<file path="src/rtl/trng_word_packer.sv">
// trng_word_packer
//   Back end of the TRNG core. Samples the raw random_bit stream on a divided
//   strobe, runs a repetition-count health test (RCT) on every raw sample,
//   discards a warm-up window after enable, and packs accepted bits LSB-first
//   into WORD_W-bit words presented on a valid/ready interface. Also owns the
//   oscillator enable and sequences IDLE -> WARMUP -> COLLECT, with FAULT as a
//   sticky trap that only enable=0 or rst releases.
//
//   Build option: define TRNG_VON_NEUMANN_EN to debias COLLECT samples with a
//   Von Neumann corrector (pairs 01 -> 0, 10 -> 1, 00/11 discarded). The RCT
//   always sees the raw samples.
//
//   Timing: the strobe sample is registered once (smp_vld_q/smp_bit_q) before
//   the RCT, warm-up counter and packer consume it, and a complete word moves
//   to the output register one cycle after it completes. At defaults the first
//   word is therefore valid 386 cycles after enable is sampled.

module trng_word_packer #(
  parameter int WORD_W      = 32,
  parameter int SAMPLE_DIV  = 4,
  parameter int WARMUP_BITS = 64,
  parameter int RCT_LIMIT   = 34
) (
  input  logic              clk,
  input  logic              rst,
  input  logic              enable,
  input  logic              random_bit,
  output logic              osc_en,
  output logic [WORD_W-1:0] out_data,
  output logic              out_valid,
  input  logic              out_ready,
  output logic              health_fail,
  output logic              warmup_done
);

  localparam int DIV_W  = (SAMPLE_DIV > 1) ? $clog2(SAMPLE_DIV) : 1;
  localparam int RUN_W  = $clog2(RCT_LIMIT + 1);
  localparam int WARM_W = $clog2(WARMUP_BITS + 1);
  localparam int CNT_W  = $clog2(WORD_W + 1);

  localparam logic [DIV_W-1:0]  DIV_LAST  = DIV_W'(SAMPLE_DIV - 1);
  localparam logic [RUN_W-1:0]  RUN_MAX   = RUN_W'(RCT_LIMIT);
  localparam logic [RUN_W-1:0]  RUN_ONE   = RUN_W'(1);
  localparam logic [WARM_W-1:0] WARM_LAST = WARM_W'(WARMUP_BITS - 1);
  localparam logic [CNT_W-1:0]  CNT_FULL  = CNT_W'(WORD_W);

  localparam logic [1:0] S_IDLE    = 2'd0;
  localparam logic [1:0] S_WARMUP  = 2'd1;
  localparam logic [1:0] S_COLLECT = 2'd2;
  localparam logic [1:0] S_FAULT   = 2'd3;

  logic [1:0]        state_q,    state_d;
  logic [DIV_W-1:0]  div_q,      div_d;
  logic              smp_vld_q,  smp_vld_d;
  logic              smp_bit_q,  smp_bit_d;
  logic [RUN_W-1:0]  run_len_q,  run_len_d;
  logic              last_bit_q, last_bit_d;
  logic [WARM_W-1:0] warm_cnt_q, warm_cnt_d;
  logic [CNT_W-1:0]  bit_cnt_q,  bit_cnt_d;
  logic [WORD_W-1:0] asm_q,      asm_d;
  logic [WORD_W-1:0] out_data_q, out_data_d;
  logic              out_valid_q, out_valid_d;

  logic active;     // oscillators running, divider and RCT live
  logic strobe;     // raw sample taken this cycle
  logic rct_trip;   // run length has hit the limit
  logic word_full;  // assembly register holds a complete word
  logic can_load;   // output slot free or being freed this cycle
  logic xfer;       // assembly -> output register this cycle
  logic warm_done;  // last warm-up sample is being consumed
  logic acc_vld;    // a bit is accepted into the assembly register
  logic acc_bit;

  assign active    = (state_q == S_WARMUP) || (state_q == S_COLLECT);
  assign strobe    = active && (div_q == DIV_LAST);
  assign rct_trip  = active && (run_len_q >= RUN_MAX);
  assign word_full = (bit_cnt_q == CNT_FULL);
  assign can_load  = !out_valid_q || out_ready;
  // A trip or a software stop in the same cycle wins over the transfer.
  assign xfer      = (state_q == S_COLLECT) && word_full && can_load &&
                     !rct_trip && enable;
  assign warm_done = (state_q == S_WARMUP) && smp_vld_q && (warm_cnt_q == WARM_LAST);

`ifdef TRNG_VON_NEUMANN_EN
  logic pair_ph_q,    pair_ph_d;     // 1: first half of a pair captured
  logic pair_first_q, pair_first_d;

  // Von Neumann corrector: decide which COLLECT samples become packed bits.
  always_comb begin
    acc_vld      = 1'b0;
    acc_bit      = 1'b0;
    pair_ph_d    = pair_ph_q;
    pair_first_d = pair_first_q;
    if (state_q != S_COLLECT) begin
      // Pairing always starts fresh on entry to COLLECT.
      pair_ph_d = 1'b0;
    end else if (smp_vld_q) begin
      if (word_full) begin
        // Sample dropped while the output slot is busy; re-align pairs.
        pair_ph_d = 1'b0;
      end else if (!pair_ph_q) begin
        pair_first_d = smp_bit_q;
        pair_ph_d    = 1'b1;
      end else begin
        pair_ph_d = 1'b0;
        acc_vld   = (pair_first_q != smp_bit_q);
        acc_bit   = pair_first_q;
      end
    end
  end

  // Corrector pair state.
  always_ff @(posedge clk) begin
    if (rst) begin
      pair_ph_q    <= 1'b0;
      pair_first_q <= 1'b0;
    end else begin
      pair_ph_q    <= pair_ph_d;
      pair_first_q <= pair_first_d;
    end
  end
`else
  // Direct path: every COLLECT sample that finds room is packed.
  always_comb begin
    acc_vld = (state_q == S_COLLECT) && smp_vld_q && !word_full;
    acc_bit = smp_bit_q;
  end
`endif

  // Next-state logic for sequencer, divider, RCT, packer and output slot.
  always_comb begin
    // NOTE: every _d starts from its _q (or a fixed default) so no path through this block can infer a latch.
    state_d     = state_q;
    div_d       = div_q;
    smp_vld_d   = strobe;
    smp_bit_d   = strobe ? random_bit : smp_bit_q;
    run_len_d   = run_len_q;
    last_bit_d  = last_bit_q;
    warm_cnt_d  = warm_cnt_q;
    bit_cnt_d   = bit_cnt_q;
    asm_d       = asm_q;
    out_data_d  = out_data_q;
    out_valid_d = out_valid_q && !out_ready;

    // Free-running sample divider while the oscillators run.
    if (active) begin
      div_d = strobe ? '0 : div_q + 1'b1;
    end

    // Repetition-count test on every raw sample, saturating at the limit.
    if (active && smp_vld_q) begin
      if ((run_len_q == '0) || (smp_bit_q != last_bit_q)) begin
        run_len_d = RUN_ONE;
      end else if (run_len_q != RUN_MAX) begin
        run_len_d = run_len_q + 1'b1;
      end
      last_bit_d = smp_bit_q;
    end

    // Warm-up discard counter.
    if ((state_q == S_WARMUP) && smp_vld_q && !warm_done) begin
      warm_cnt_d = warm_cnt_q + 1'b1;
    end

    // Packer: bit i of the word is the i-th accepted bit.
    if (acc_vld) begin
      asm_d     = asm_q | (WORD_W'(acc_bit) << bit_cnt_q);
      bit_cnt_d = bit_cnt_q + 1'b1;
    end

    // Output slot refill (also covers accept-and-refill in one cycle).
    if (xfer) begin
      out_data_d  = asm_q;
      out_valid_d = 1'b1;
      asm_d       = '0;
      bit_cnt_d   = '0;
    end

    case (state_q)
      S_IDLE: begin
        if (enable) begin
          state_d    = S_WARMUP;
          div_d      = '0;
          smp_vld_d  = 1'b0;
          run_len_d  = '0;
          last_bit_d = 1'b0;
          warm_cnt_d = '0;
        end
      end
      S_WARMUP: begin
        if (rct_trip) begin
          state_d = S_FAULT;
        end else if (warm_done) begin
          state_d = S_COLLECT;
        end
      end
      S_COLLECT: begin
        if (rct_trip) begin
          state_d = S_FAULT;
        end
      end
      default: begin
        state_d = state_q;  // FAULT holds until enable drops
      end
    endcase

    // Fault entry: stop sampling and throw away the partial (or complete)
    // assembly word; a word already in the output slot stays valid.
    if (rct_trip) begin
      div_d     = '0;
      smp_vld_d = 1'b0;
      asm_d     = '0;
      bit_cnt_d = '0;
    end

    // Software stop dominates everything except rst.
    if (!enable && (state_q != S_IDLE)) begin
      state_d     = S_IDLE;
      div_d       = '0;
      smp_vld_d   = 1'b0;
      run_len_d   = '0;
      last_bit_d  = 1'b0;
      warm_cnt_d  = '0;
      bit_cnt_d   = '0;
      asm_d       = '0;
      out_valid_d = 1'b0;
    end
  end

  // State registers with synchronous active-high reset.
  always_ff @(posedge clk) begin
    if (rst) begin
      state_q     <= S_IDLE;
      div_q       <= '0;
      smp_vld_q   <= 1'b0;
      smp_bit_q   <= 1'b0;
      run_len_q   <= '0;
      last_bit_q  <= 1'b0;
      warm_cnt_q  <= '0;
      bit_cnt_q   <= '0;
      asm_q       <= '0;
      out_data_q  <= '0;
      out_valid_q <= 1'b0;
    end else begin
      // NOTE: non-blocking assignments so every register samples pre-edge values, independent of statement order.
      state_q     <= state_d;
      div_q       <= div_d;
      smp_vld_q   <= smp_vld_d;
      smp_bit_q   <= smp_bit_d;
      run_len_q   <= run_len_d;
      last_bit_q  <= last_bit_d;
      warm_cnt_q  <= warm_cnt_d;
      bit_cnt_q   <= bit_cnt_d;
      asm_q       <= asm_d;
      out_data_q  <= out_data_d;
      out_valid_q <= out_valid_d;
    end
  end

  // Outputs decode straight from registered state.
  assign osc_en      = active;
  assign warmup_done = (state_q == S_COLLECT);
  assign health_fail = (state_q == S_FAULT);
  assign out_data    = out_data_q;
  assign out_valid   = out_valid_q;

endmodule

</file>
<file path="config.mk">
export PLATFORM = sky130hd
export DESIGN_NAME = trng_word_packer
export DESIGN_NICKNAME = d
export VERILOG_FILES = /design/src/rtl/trng_word_packer.sv
export SDC_FILE = /design/constraint.sdc
export NUM_CORES = 1
export LEC_CHECK = 0
export BUFFER_PORTS_ARGS = -buffer_cell sky130_fd_sc_hd__buf_4
export CAP_MARGIN = 10
export CORE_MARGIN = 3
export CORE_UTILIZATION = 37
export DETAILED_ROUTE_END_ITERATION = 12
export PLACE_DENSITY = 0.63
export SYNTH_ARGS = -nofsm -noshare
export SYNTH_HDL_FRONTEND = slang
export SYNTH_SLANG_ARGS = --single-unit
</file>
<file path="constraint.sdc">
create_clock -name clk -period 2.1 [get_ports clk]
set_input_delay 0 -clock clk [delete_from_list [all_inputs] [get_ports clk]]
set_output_delay 0 -clock clk [all_outputs]
set_load 0.05 [all_outputs]
</file>
==> flow_summary.yaml, run 1 <==
status:
  status: "finished clean"
sta:
  max-slew-margin-rel: 0.659
  fin_setup_tns_ns: 0
  finalCritPeriodShare: 0.864
  clock.fmax_mhz: 551
  final_max_slew_viol_count: 0
  timing.clock.skew_ns: 0.00820
  worst_slew_pin_tran_ns: 0.508
  setup_repair_after_global_routing_missed_its_margin: "no"
  shortest_clock_period_the_worst_path_allows_after_layout_ns: 1.82
  setup_violations: 0
  hold_viol_final: 0
yosys:
  syn_area_per_cell_um2: 8.62
  synth_enable_flop_cells: 0
  synth_most_common_cell: "dfxtp_1"
  syn_nets: 452
  share_of_the_synthesized_area_in_compound_gates_ao_oa_aoi_oai: 0.171
  netlist-cell-type-count: 43
  post_synth_and_or_nand_nor_area_fraction: 0.206
  synthXorXnorAreaFrac: 0.0280
  postSynth.asyncResetShare: 0
  ys.warnings.count: 0
  dominantRegCellSynth: "dfxtp_1"
  synth_top_cells_by_count: "91 x dfxtp_1, 73 x a21oi_1, 56 x nor2_1"
  synth_seq_area_share: 0.485
  post_synth_main_area_contributors: "dfxtp_1 48%, a21oi_1 9.7%, nor2_1 5.6%"
  synth_top_area_frac: 0.485
  synth-seq-cells: 91
  yosys-mux-area-fraction: 0.0160
  post_synthesis_instance_area_mm2: 0.00376
  synth_top_area_cell: "dfxtp_1"
  postSynthCellCount: 436
  combinational_family_with_the_most_area_after_synthesis: "simple AND/OR/NAND/NOR gates"
  post_synth_fa_ha_maj_area_fraction: 0.0366
worst_setup_path:
  type_of_the_setup_path_with_the_least_slack: "flip-flop to flip-flop"
  r2r_setup_slack_ns: 0.28
  startpoint_type: "flip-flop"
  crit_required_ns: 2.38
  critical_path.max_fanout: 15
  timing.critical_path.arrival_ns: 2.10
  critical_path.endpoint_type: "flip-flop"
pwr:
  switching_share: 0.251
  powerDensity_mw_per_mm2: 814
  power.share.sequential: 0.492
  clock_power_frac: 0.391
  power_switching_mw: 0.894
  intPower_mw: 2.67
  p_comb_frac: 0.116
  power.leakage_nw: 1.58
  peakVddDrop_v: 0.000596
floorplanning:
  core_area_mm2: 0.00982
  row_count: 36
  ioPinCount: 41
  die_area_mm2: 0.0114
  fp.dieW_um: 107
  die_boundary_height_um: 107
  start_util: 0.383
detailed_routing:
  drt_first_pass_iters: 4
  avgViaCountPerCell: 5.11
  postRouteAntennaNets: 0
  drc: 0
  routed_wl_um: 8140
  drt_iter0_drcs: 180
  vias: 3093
  avgRoutedWirePerCell_um: 13.5
grt:
  grt_pass1_vias: 2926
  global_route_overflow: 0
  grt_first_pass_wirelength_um: 14000
  antenna_violations_before_repair: 0
  grt_use_total: 0.152
  grt_max_degree: 36
cts:
  cts.reportedPaths.clkPinSlew_ns: 0.08
  ctsHtreeMaxLevel: 3
  clock_tree_buf_depth: 2
  cts_tree: "done"
  clock_sinks: 91
  cts_inserted_buffers: 9
  cts_root_buf: "clkbuf_8"
  cts_post_setup_buffers_inserted: 0
  clk-insertion-delay-late_ns: 0.36
placed_design:
  dpl.hpwl_um: 5650
  port-buffer-count: 40
  place.gp.congestion: 0.815
worst_hold_path:
  worstHoldPathType: "input port to flip-flop"
finish:
  fin_util: 0.446
  layout-drive-gt1-share: 0.153
  synthToLayoutAreaGrowth_pct: 16.7
  antenna_cells: 0
  finish.net_count: 484
job:
  drv.max_cap_violation_count: 0
==> area by class of cell <==
cell class / instances / area, um2
Timing Repair Buffer: 52 / 393
Multi-Input combinational cell: 306 / 1740
Clock inverter: 6 / 114
Sequential cell: 91 / 1820
Tap cell: 133 / 166
Fill cell: 999 / 5440
Inverter: 8 / 30.0
Clock buffer: 9 / 124
==> cells by family after synthesis <==
kind of cell / count (synthesis)
and+or+nand+nor: 155
AOI/OAI and AO/OA: 122
DFF: 91
buffers and inverters: 39
xor gates and xnor gates: 12
adders and majority gates: 11
muxes: 6
==> registers in the layout (all words and copies together) (netlist names) <==
signal,count
asm_q,32
warm_cnt_q,7
smp_vld_q,1
state_q,2
div_q,2
out_valid,1
last_bit_q,1
bit_cnt_q,6
run_len_q,6
out_data,32
acc_bit,1
==> critical path: stages (launching register included) <==
cell	delay, ns
dfxtp_1	0.38
inv_1	0.11
ha_1	0.24
nor2_1	0.21
a21oi_2	0.10
buf_4	0.19
a22oi_1	0.29
mux2i_1	0.22
==> layout by cell type, fill, tap and decap left out, drive strengths merged, types with 3 or more instances in the layout <==
master / n
and2: 3
nand4: 3
nand3: 38
mux2i: 6
buf: 51
clkbuf: 9
xor2: 8
o21ai: 36
a21oi: 73
xnor2: 4
bufinv: 3
a21o: 3
and3: 5
nor3: 9
ha: 11
nand2: 20
inv: 9
dfxtp: 91
nor2: 56
nand2b: 7
==> final timing paths <==
kind,from,endpoint,cells after the start
setup / recovery,run_len_q[0],state_q[0],7
hold / removal,rst,acc_bit,2
setup reg to reg,run_len_q[0],state_q[0],7
hold reg to reg,asm_q[9],out_data[9],2
==> what timing repair did <==
action / 4_1_cts / 5_1_grt
setup endpoints to repair: 0 / 1
hold buffers: 1 / 0
hold endpoints to repair: 1 / 0
gates resized for setup: 0 / 1
==> routing by layer <==
metal  wire (um)  global-route usage  up-vias
met4          95              0.0420        0
li1            -                   -     1575
met3         426              0.0427        9
met2        3620               0.237       70
met5           0                   0        -
met1        4000               0.206     1439
==> metrics by stage <==
step / area (um2) / power (mW) / setup WS [ns] / hold WS [ns] / instances
after floorplan: 3760 / 2.13 / 0.0222 / 0.148 / 436
after global placement: 4130 / 2.20 / 0.388 / 0.274 / 589
after detailed placement: 4130 / 2.21 / 0.319 / 0.273 / 589
after CTS: 4380 / 3.61 / 0.283 / 0.0439 / 605
after global routing: 4380 / 3.73 / 0.101 / 0.0606 / 605
final: 4380 / 3.57 / 0.285 / 0.0541 / 605
==> power groups by stage <==
stage	registers, mW	logic, mW	clock network, mW
finish	1.76	0.415	1.40
global route	1.76	0.455	1.51
CTS	1.76	0.416	1.44
detailed placement	1.80	0.414	0
global placement	1.79	0.407	0
floorplan	1.79	0.334	0
(Power assumes the default switching activity.)
==> run 2: changes to the inputs <==
CORE_ASPECT_RATIO = 1.25   (was not set)
==> run 2 against run 1 <==
Utilization increased by 0.58 points. Non-clock buffer count is 2 lower. Setup slack improved by 0.026 ns. Largest cell class unchanged. Final area up 0.68%.
==> flow_summary.yaml, run 2 (synthesis gave the netlist of run 1 again) <==
grt:
  global_route_overflow: 0
  antenna_violations_before_repair: 0
  grt_use_total: 0.160
  grt_pass1_vias: 2990
  grt_max_degree: 36
  grt_first_pass_wirelength_um: 14300
finish:
  synthToLayoutAreaGrowth_pct: 17.5
  finish.net_count: 482
  design_area_mm2: 0.00441
  final_cells: 597
  layout.cells.most_common_list: "91 x dfxtp_1, 72 x a21oi_1, 56 x nor2_1"
  layout-drive-gt1-share: 0.149
  fin_util: 0.452
  antenna_cells: 0
  most_frequent_standard_cell_in_the_layout_excluding_fill_and_tap_cells: "dfxtp_1"
sta:
  finalCritPeriodShare: 0.852
  fin_setup_tns_ns: 0
  worst_slew_pin_tran_ns: 0.485
  setup_repair_after_global_routing_missed_its_margin: "no"
  clock.fmax_mhz: 559
  fin_worst_hold_slack_ns: 0.0773
  max-slew-margin-rel: 0.674
  final_max_slew_viol_count: 0
  shortest_clock_period_the_worst_path_allows_after_layout_ns: 1.79
  hold_viol_final: 0
  timing.clock.skew_ns: 0.00939
  final.setup.worst_slack_ns: 0.311
  setup_violations: 0
worst_hold_path:
  whs_endpoint: "acc_bit"
  worst_hold_launch: "rst"
  min_path_cells: 2
  worstHoldPathType: "input port to flip-flop"
worst_setup_path:
  cp_num_cells: 6
  critical_path_buf_inv_count: 1
  critical_path.endpoint_type: "flip-flop"
  ff2ff_path_depth: 6
  crit_required_ns: 2.36
  critPathTopFamily: "simple AND/OR/NAND/NOR gates"
  type_of_the_setup_path_with_the_least_slack: "flip-flop to flip-flop"
  r2r_setup_slack_ns: 0.31
  r2r-start: "state_q[1]"
  crit_path_cell_chain: "inv_1 > ha_2 > nand2_1 > nor4_1 > o22ai_1 > a211oi_1"
  critical_path.max_fanout: 7
  worst_path_largest_cell_delay_ns: 0.39
  startpoint_type: "flip-flop"
  cp_slowest_cell: "nor4_1"
  crit-reg2reg-capture: "run_len_q[5]"
  timing.critical_path.arrival_ns: 2.05
detailed_routing:
  avgRoutedWirePerCell_um: 13.9
  drt_first_pass_iters: 4
  drc: 0
  avgViaCountPerCell: 5.17
  routed_wl_um: 8280
  postRouteAntennaNets: 0
  drt_iter0_drcs: 162
  vias: 3085
cts:
  ctsHtreeMaxLevel: 3
  cts.reportedPaths.clkPinSlew_ns: 0.06
  cts_root_buf: "clkbuf_16"
  cts_tree: "done"
  clock_sinks: 91
  clock_tree_buf_depth: 2
  cts_inserted_buffers: 9
  clk-insertion-delay-late_ns: 0.34
placed_design:
  dpl.hpwl_um: 5700
  place.gp.congestion: 0.801
  placed_cells_incl_taps: 580
  worst_setup_slack_after_placement_ns: 0.334
  port-buffer-count: 40
  place_area_mm2: 0.00412
pwr:
  powerDensity_mw_per_mm2: 838
  peakVddDrop_v: 0.000352
  power.total_mw: 3.70
  power.leakage_nw: 1.61
floorplanning:
  die_boundary_height_um: 119
  start_util: 0.385
  core_area_mm2: 0.00976
  die_area_mm2: 0.0114
  ioPinCount: 41
  row_count: 40
  fp.dieW_um: 96.1
status:
  status: "finished clean"
job:
  drv.max_cap_violation_count: 0
run 2: cell types whose count changed in the layout (fill, tap and decap cells not counted), sizes merged:
cell / change
clkinv: +1
buf: -2
inv: +2
bufinv: -3
clkbuf: +1
run 2: area by class of cell:
class | instances | area [um2]
clock buffer | 10 | 239
clock inverter | 6 | 46.3
sequential | 91 | 1820
tap | 126 | 158
fill | 965 | 5350
multi-input combinational | 306 | 1730
timing repair buffer | 50 | 390
inverter | 8 | 30.0
run 2: power breakdown:
group	total, mW	internal, mW	switching [mW]
logic	0.412	0.145	0.267
clock network	1.53	0.844	0.685
registers	1.76	1.74	0.0148
run 2: worst max-delay path by stage:
| stage | startpoint | end | slack [ns] |
|---|---|---|---|
| detailed placement | state_q[1] | warm_cnt_q[5] | 0.33 |
| finish | state_q[1] | run_len_q[5] | 0.31 |
| floorplan | state_q[1] | out_data[10] | 0.02 |
| global route | state_q[0] | out_data[28] | 0.17 |
| CTS | state_q[1] | warm_cnt_q[5] | 0.32 |
| global placement | state_q[1] | out_valid | 0.36 |
run 2: timing repair:
item / CTS / global route
resized for setup: 0 / 0
setup buffers: 0 / 0
hold endpoints to repair: 1 / 0
hold buffers: 1 / 0
run 2: per-layer routing:
layer / global-route usage / vias up / part of all wire
li1: - / 1573 / -
met1: 0.196 / 1425 / 0.43
met2: 0.259 / 77 / 0.49
met3: 0.0401 / 10 / 0.057
met4: 0.0694 / 0 / 0.016
met5: 0 / - / 0
==> run 3: changes to the inputs <==
BUFFER_PORTS_ARGS = not set   (was -buffer_cell sky130_fd_sc_hd__buf_4)
DONT_BUFFER_PORTS = 1   (was not set)
PLACE_DENSITY = 0.59   (was 0.63)
==> run 3 against run 2 <==
Utilization shrank 2.1 points. Global-route usage shrank 0.74 points. Flip-flop and latch count is the same. Clock-buffer cell count shrank 1. Final area shrank 4.6%. Non-clock buffer count shrank 36. Setup slack lost 0.17 ns.
==> flow_summary.yaml, run 3 (synthesis gave the netlist of run 1 again) <==
status:
  status: "finished clean"
worst_setup_path:
  cp_num_cells: 7
  critical_path.max_fanout: 6
  startpoint_type: "flip-flop"
  ff2ff_path_depth: 7
  worst_path_most_repeated_cell: "nand2_1"
  critical_path.endpoint_type: "flip-flop"
  critical_path_buf_inv_count: 3
  crit_required_ns: 2.33
  crit_path_cell_chain: "inv_1 > ha_2 > buf_6 > nand2_1 > nand2_1 > a21oi_1 > dlygate4sd3_1"
  timing.critical_path.arrival_ns: 2.18
  timing.critical_path.from: "state_q[1]"
  cp_slowest_cell: "dlygate4sd3_1"
  critPathTopFamily: "buffers and inverters"
  type_of_the_setup_path_with_the_least_slack: "flip-flop to flip-flop"
  r2r_setup_slack_ns: 0.14
  r2r-start: "state_q[1]"
  worstSetupEndpoint: "acc_bit"
  worst_path_largest_cell_delay_ns: 0.56
  crit-reg2reg-capture: "acc_bit"
detailed_routing:
  routed_wl_um: 8390
  drc: 0
  drt_first_pass_iters: 4
  avgRoutedWirePerCell_um: 15.0
  avgViaCountPerCell: 5.21
  postRouteAntennaNets: 0
  vias: 2924
  drt_iter0_drcs: 127
sta:
  setup_repair_after_global_routing_missed_its_margin: "no"
  finalCritPeriodShare: 0.931
  shortest_clock_period_the_worst_path_allows_after_layout_ns: 1.96
  hold_viol_final: 0
  clock.fmax_mhz: 511
  timing.clock.skew_ns: 0.00829
  fin_setup_tns_ns: 0
  max-slew-margin-rel: 0.636
  setup_violations: 0
  worst_slew_pin_tran_ns: 0.545
  final_max_slew_viol_count: 0
floorplanning:
  fp.dieW_um: 96.1
  die_boundary_height_um: 119
  core_area_mm2: 0.00976
  die_area_mm2: 0.0114
  ioPinCount: 41
  row_count: 40
  start_util: 0.385
grt:
  global_route_overflow: 0
  grt_pass1_vias: 2803
  grt_max_degree: 39
  grt_use_total: 0.152
  antenna_violations_before_repair: 0
  grt_first_pass_wirelength_um: 13600
pwr:
  intPower_mw: 2.83
  powerDensity_mw_per_mm2: 910
  clock_power_frac: 0.433
  power_switching_mw: 1.00
  power.share.sequential: 0.459
  p_comb_frac: 0.108
  power.leakage_nw: 1.43
  peakVddDrop_v: 0.000552
  switching_share: 0.262
finish:
  antenna_cells: 0
  n_fill_cell: 956
  design_area_mm2: 0.00421
  total_area_of_multi_input_combinational_cells_mm2: 0.00173
  layout.cells.most_common_list: "91 x dfxtp_1, 72 x a21oi_1, 56 x nor2_1"
  finish.net_count: 446
  most_frequent_standard_cell_in_the_layout_excluding_fill_and_tap_cells: "dfxtp_1"
  seqCellArea_mm2: 0.00182
  layout-drive-gt1-share: 0.0759
  synthToLayoutAreaGrowth_pct: 12.0
placed_design:
  dpl.hpwl_um: 5600
  place_area_mm2: 0.00386
  place.gp.congestion: 0.786
  port-buffer-count: 0
cts:
  cts_inserted_buffers: 9
  clock_sinks: 91
  cts_root_buf: "clkbuf_16"
  cts_post_setup_buffers_inserted: 0
  clock_tree_buf_depth: 2
  cts_tree: "done"
  cts.reportedPaths.clkPinSlew_ns: 0.07
  clk-insertion-delay-late_ns: 0.34
  ctsHtreeMaxLevel: 3
job:
  drv.max_cap_violation_count: 0
worst_hold_path:
  worstHoldPathType: "input port to flip-flop"
-- run 3: how the worst min path moves through the flow --
stage          slack [ns]    endpoint  depth (start not counted)        from
6_report             0.03  state_q[1]                          4      enable
5_1_grt              0.08  state_q[1]                          4      enable
4_1_cts              0.02  state_q[1]                          4      enable
3_5_place_dp         0.08     acc_bit                          1         rst
3_3_place_gp         0.08     acc_bit                          1         rst
2_1_floorplan        0.15     acc_bit                          2  random_bit
-- run 3: through the flow --
stage | power (mW) | cells | hold WS (ns) | utilization | setup slack, ns
after floorplan | 2.13 | 436 | 0.148 | - | 0.0222
after global placement | 2.18 | 542 | 0.0759 | 0.395 | 0.324
after detailed placement | 2.18 | 542 | 0.0751 | 0.395 | 0.249
after CTS | 3.85 | 561 | 0.0238 | 0.431 | 0.0973
after global routing | 3.97 | 561 | 0.0788 | 0.431 | 0.0554
final | 3.83 | 561 | 0.0317 | 0.431 | 0.145
-- run 3: power by group through the flow --
stage	clock, mW	combinational, mW	sequential [mW]
global placement	0	0.382	1.79
CTS	1.69	0.406	1.76
global route	1.76	0.450	1.76
finish	1.66	0.412	1.76
detailed placement	0	0.388	1.80
floorplan	0	0.334	1.79
-- run 3: area by class of cell --
class | instances | area share
sequential | 91 | 0.433
multi-input combinational | 306 | 0.411
clock buffer | 9 | 0.0535
timing repair buffer | 14 | 0.0389
tap | 126 | 0.0375
clock inverter | 7 | 0.0193
inverter | 8 | 0.00713
-- run 3: worst reg2reg max path, cell delays in order, from the launching register on --
cell	delay, ns
dfxtp_1	0.38
inv_1	0.09
ha_2	0.39
buf_6	0.20
nand2_1	0.10
nand2_1	0.07
a21oi_1	0.06
dlygate4sd3_1	0.56
-- run 3: timing repair --
| item | 4_1_cts | 5_1_grt |
|---|---|---|
| hold endpoints to repair | 36 | 0 |
| hold buffers | 3 | 0 |
| setup endpoints to repair | 0 | 1 |
| resized for setup | 0 | 1 |
-- run 3: per-layer routing --
| layer | vias up | wire length (um) | share of wire | GRT usage |
|---|---|---|---|---|
| li1 | 1500 | - | - | - |
| met1 | 1351 | 3830 | 0.46 | 0.188 |
| met2 | 68 | 4050 | 0.48 | 0.246 |
| met3 | 5 | 439 | 0.052 | 0.0458 |
| met4 | 0 | 72 | 0.0086 | 0.0543 |
| met5 | - | 0 | 0 | 0 |
